[config.mk]
export PLATFORM = sky130hd
export DESIGN_NAME = proctimers_n
export DESIGN_NICKNAME = d
export VERILOG_FILES = /design/src/rtl/proctimers_n.sv
export SDC_FILE = /design/constraint.sdc
export NUM_CORES = 1
export LEC_CHECK = 0
export CAP_MARGIN = 20
export CORE_MARGIN = 1
export CORE_UTILIZATION = 47
export CTS_BUF_LIST = sky130_fd_sc_hd__clkbuf_4 sky130_fd_sc_hd__clkbuf_8
export CTS_CLUSTER_DIAMETER = 60
export DETAILED_ROUTE_END_ITERATION = 8
export SETUP_SLACK_MARGIN = 0.4
export SLEW_MARGIN = 15
export SYNTH_ARGS = -nofsm -noshare
export SYNTH_HDL_FRONTEND = slang
export SYNTH_SLANG_ARGS = --single-unit
export TNS_END_PERCENT = 20
[constraint.sdc]
create_clock -name clk -period 4.28 [get_ports clk]
set_clock_uncertainty 0.15 [all_clocks]
set_input_delay 0.856 -clock clk [delete_from_list [all_inputs] [get_ports clk]]
set_output_delay 0.856 -clock clk [all_outputs]
set_load 0.01 [all_outputs]
[src/rtl/proctimers_n.sv]
// rtl/proctimers_n.sv - multi-channel periodic process timer with sticky ready/overrun flags
module proctimers_n #(
    parameter int num_chan  = 8,
    parameter int cnt_width = 16
) (
    input  logic        clk,
    input  logic        rst_n,
    input  logic        stb,
    input  logic        we,
    input  logic        addr,
    input  logic        tick,
    input  logic [31:0] data_in,
    output logic [31:0] data_out,
    output logic        ack,
    output logic        irq
);

    logic [cnt_width-1:0] period    [num_chan];
    logic [cnt_width-1:0] cnt       [num_chan];
    logic [cnt_width-1:0] period_nx [num_chan];
    logic [cnt_width-1:0] cnt_nx    [num_chan];
    logic [num_chan-1:0]  rdy, ovr, rdy_nx, ovr_nx;

    logic                 cfg_wr, ack_wr, restart_wr;
    logic [4:0]           ch;
    logic [cnt_width-1:0] per;
    logic [num_chan-1:0]  clr;
    logic                 unused_bits;

    assign cfg_wr      = stb & we & ~addr;
    assign ack_wr      = stb & we & addr & ~data_in[31];
    assign restart_wr  = stb & we & addr & data_in[31];
    assign ch          = data_in[20:16];
    assign per         = data_in[cnt_width-1:0];
    assign clr         = data_in[num_chan-1:0] & {num_chan{ack_wr}};
    assign unused_bits = ^data_in;

    // Per-channel next state: a write to a channel beats its tick; an
    // acknowledge in the same cycle as a fire leaves ready set but blocks overrun.
    always_comb begin
        for (int i = 0; i < num_chan; i++) begin
            period_nx[i] = period[i];
            cnt_nx[i]    = cnt[i];
            rdy_nx[i]    = rdy[i] & ~clr[i];
            ovr_nx[i]    = ovr[i] & ~clr[i];
            if (cfg_wr && (ch == 5'(i))) begin
                period_nx[i] = per;
                cnt_nx[i]    = per;
                rdy_nx[i]    = 1'b0;
                ovr_nx[i]    = 1'b0;
            end else if (restart_wr) begin
                cnt_nx[i]    = period[i];
                rdy_nx[i]    = 1'b0;
                ovr_nx[i]    = 1'b0;
            end else if (tick && (period[i] != '0)) begin
                if (cnt[i] == cnt_width'(1)) begin
                    cnt_nx[i] = period[i];
                    rdy_nx[i] = 1'b1;
                    if (rdy[i] && !clr[i]) begin
                        ovr_nx[i] = 1'b1;
                    end
                end else begin
                    cnt_nx[i] = cnt[i] - cnt_width'(1);
                end
            end
        end
    end

    // Channel state registers with synchronous active-low reset.
    always_ff @(posedge clk) begin
        if (!rst_n) begin
            for (int i = 0; i < num_chan; i++) begin
                period[i] <= '0;
                cnt[i]    <= '0;
            end
            rdy <= '0;
            ovr <= '0;
        end else begin
            for (int i = 0; i < num_chan; i++) begin
                period[i] <= period_nx[i];
                cnt[i]    <= cnt_nx[i];
            end
            rdy <= rdy_nx;
            ovr <= ovr_nx;
        end
    end

    // Zero-wait-state read mux; bus reads zero when not selected.
    always_comb begin
        data_out = '0;
        if (stb) begin
            data_out[num_chan-1:0] = addr ? ovr : rdy;
        end
    end

    assign ack = stb;
    assign irq = |rdy;

endmodule

## Word level (Yosys, flattened, before mapping)

Memory sizes are Yosys's and may differ from the RTL's.
Index checks and enable logic that the tools add are counted.

- Register bits after elaboration: 16
- Bits in writable memories: 256
- Input bits: 38
- Output and inout bits: 34
- Memories kept: 2

- Add/sub/neg operators: 8
- Eq/ne operators: 15
- Muxes and demuxes: 100
- Bitwise logic cells: 49
- Reductions and logical operators: 50

Memory list:

| name | depth | bits a word | read ports | clocked after memory_dff | wr ports | line | source |
|---|---|---|---|---|---|---|---|
| cnt | 8 | 16 | 8 | 0 | 8 | 19 | `logic [cnt_width-1:0] cnt [num_chan];` |
| period | 8 | 16 | 8 | 0 | 8 | 18 | `logic [cnt_width-1:0] period [num_chan];` |

Operators by type and width:

| kind | count |
|---|---|
| $mux 16 | 56 |
| $eq 16x1->1 const B | 8 |
| $reduce_bool 16->1 | 8 |
| $sub 16x1->16 const B | 8 |
| $mux 1 | 42 |
| $logic_and 1x1->1 | 24 |
| $reduce_or 3->1 | 8 |
| $and 1x1->1 | 21 |
| $eq 5x3->1 const B | 4 |
| $mux 8 | 2 |
| $or 1x1->1 | 16 |
| $not 1->1 | 11 |
| $eq 5x2->1 const B | 2 |
| $and 8x8->8 | 1 |
| $logic_not 1->1 | 8 |
| $reduce_or 8->1 | 1 |
| $eq 5x1->1 const B | 1 |
| $logic_not 5->1 | 1 |

## Longest topological paths before layout

- Word-level depth: 9
- Mapped depth: 10
- Depth with buffers taken out: 8

## Least setup slack after synthesis

No wires, ideal clock.

- Path kind: input to register
- Start: input port stb
- End: memory cnt[1][9] (netlist: cnt[0][25])
- Library setup time: 122 ps
- Arrival time: 2,520 ps
- Required time: 4,008 ps
- Slack: 1,488 ps
- Stages on the path: 8
- Path through: clkbuf_1 > nand4_1 > clkbuf_1 > o21ai_1 > buf_2 > mux2_2 > a221oi_1 > nor2_1

RTL lines:

| item | line | source |
|---|---|---|
| from (decl) | 8 | `input logic stb,` |
| to (decl) | 19 |  |

## Final worst setup path

- Start: input port stb
- End: output port data_out[3]

- Cells in the longest elaborated chain, start to end: 1

RTL lines:

| item | line | source |
|---|---|---|
| $mux 8 | 91 | `if (stb) begin` |
| to (decl) | 13 | `output logic [31:0] data_out,` |

Every way passes these cells.

==> metrics.txt <==
Distinct cells, synth=79; Core Area=30,900 um2; CTS tree=yes; via count=between 15,000 and 20,000; Port Buffers=37; Pleak=5.90 nW; Worst Max-Slew Pin Slew=around 1.1 ns; nets@finish=about 2,100; DR WL/cell=slightly above 20 um; fin crit share=between 80 and 90%; Die ar.=around 33,000 um2; worst vdd ir=0.282 mV; number of flops mapped to enable cells by yosys=0; # setup viols final=0; startpoint type of the worst setup path=input port; vias in the first global route=14,300; Seq/Total Area, Yosys=36.4%; Avg Cell Area, Syn=7.38 um2; CTS Buffer Depth=3; Routability Congestion=0.898; critical path capture point type=output pin; commonest cells after routing, fill and taps aside=nand2_1, dfxtp_1, a21oi_1, o21ai_0, nor2_1; clock root cell=clkbuf_8; DIE HEIGHT=180 um; GR met1 Demand/Resource=41.7%; RSZ-0062 raised after global routing=no; max frequency=269 MHz; Routed Antenna Nets=0; layout cell share with drive strength beyond 1=9.80%; row cnt=64; Final Slew Violations=0; hpwl dp=32.8 mm; Overall Global Routing Usage=between 30% and 40%; total power=6.67 mW; WP data required=3.27 ns; max_slew headroom=25.2%; post-CTS setup buffers=0; Via density=6.28; I/O pins=72; drt first pass iters=9; Hold Path Class=flip-flop to flip-flop; CTS Hold Buffers Added=0; GRT Max-Usage Layer=met2; Fin. Hold Viols=0; Gate Count Post-Synth=2,025; DRC=0; status=finished clean; Final Core Density=approximately 54%; Fin Setup TNS=0 ns; clock slew at reported path FFs=0.05 ns; WS Path Type=input port to output pin; worst path arrival time=2.72 ns; Yosys top cell by area=dfxtp_1; first-pass GRT wire length=79.9 mm; CTS Sinks=272; Ant. Diodes=0; ys async rst share=0%; total of max-cap violations=0; Synth area leaders=dfxtp_1, nand2_1, a21oi_1; Top FF cell, synth=dfxtp_1; GR Layer Usage met3=5.03%; Yosys top cell area share=36.4%; most common cell after layout, fill and taps aside=nand2_1; synthesis warning total=0; Tmin final=3.72 ns; post-synthesis cell area=15,000 um2; initial antenna violation count=1; post-cts resize count=0; First DRT Iteration DRCs=1,337; PD cells=roughly 400 nW/um2; Crit Path Max Fanout=13; clk_lat worst skew=0.60 ns; die width=approximately 180 um; drt total wl=50.5 mm; CTS buffer count=between 40 and 50; gr ovfl total=0; Yosys reg bits=272; largest net degree at the start of global routing=94; CTS H-Tree Depth=2; Initial Util=48.4%; worst hold slack=approximately 0.32 ns; met2 GRT Util=49.2%; Area Overhead vs Synth=11.8%
[area by class of cell]
class / instances / area [um2]
Tap cell: 396 / 495
Sequential cell: 272 / 5450
Clock buffer: 76 / 965
Fill cell: 2985 / 14200
Clock inverter: 14 / 129
Timing Repair Buffer: 97 / 852
Inverter: 26 / 103
Multi-Input combinational cell: 1567 / 8730
[kinds of logic (layout without fill, tap and decap cells)]
| family | count (synthesis) | after routing | synth area share, % |
|---|---|---|---|
| and+or+nand+nor | 828 | 828 | 26.5 |
| AOI/OAI and AO/OA | 661 | 661 | 27.0 |
| DFF | 272 | 272 | 36.4 |
| buffers and inverters | 209 | 213 | 6.12 |
| muxes | 33 | 33 | 2.36 |
| adders and majority gates | 16 | 16 | 1.34 |
| xor gates and xnor gates | 5 | 5 | 0.293 |
| other | 1 | 24 | 0.0251 |
[worst paths after layout]
check                                  start                          to  slack, ns  depth (start not counted)
hold reg to reg   period[1][37]$_SDFFE_PN0P_  period[1][37]$_SDFFE_PN0P_       0.32                          2
setup / recovery                         stb                 data_out[3]       0.56                          3
setup reg to reg      cnt[1][0]$_SDFFE_PN0P_      cnt[1][6]$_SDFFE_PN0P_       1.30                          7
hold / removal    period[1][37]$_SDFFE_PN0P_  period[1][37]$_SDFFE_PN0P_       0.32                          2
[cell usage after synthesis, types with 7 or more instances]
master    instances
o211ai_1         23
or2_2             8
inv_1            25
a22oi_1          13
nor2_1           99
dfxtp_1         272
ha_1             16
o21a_1           21
a31oi_1          51
o22ai_1          17
nor3_1           72
mux2_2           14
mux2i_1          18
o221ai_1         20
a21o_1           15
nand3_1          48
o31ai_1           7
a221oi_1          7
a211oi_1          7
and2_1           19
nand2_1         394
and3_1            7
buf_4            27
a21oi_1         253
or4_1            16
clkbuf_1        138
o21ai_0         146
nand4_1          15
nor4_1           65
nor3b_1           7
nor2b_1          11
nor4b_1          14
a41oi_1          13
or3_1            22
buf_2            12
[stage by stage]
stage / instance area [um2] / cells / setup WS (ns)
2_1_floorplan: 15000 / 2048 / 1.49
5_1_grt: 16700 / 2448 / 0.555
4_1_cts: 16700 / 2446 / 0.607
3_5_place_dp: 15600 / 2356 / 0.456
6_report: 16700 / 2448 / 0.557
3_3_place_gp: 15600 / 2356 / 0.474
[sequential cells by signal (all words and copies together) (netlist names)]
register,count
rdy,8
ovr,8
cnt,128
period,128
[critical path, cell delays in order]
cell and delay, ns:
clkdlybuf4s50_1 0.84, nor2b_1 0.39, clkdlybuf4s50_1 0.63
[layer usage]
layer | wire (um) | vias to the layer above
met2 | 22500 | 577
li1 | - | 7370
met4 | 1360 | 0
met1 | 22800 | 7320
met3 | 3840 | 103
met5 | 0 | -
[power by group]
part / switching (mW) / total (mW) / internal, mW
Combinational: 0.772 / 1.25 / 0.483
Clock: 1.16 / 2.72 / 1.56
Sequential: 0.0894 / 2.70 / 2.61
Note: power is estimated with default switching activity, not from simulation.
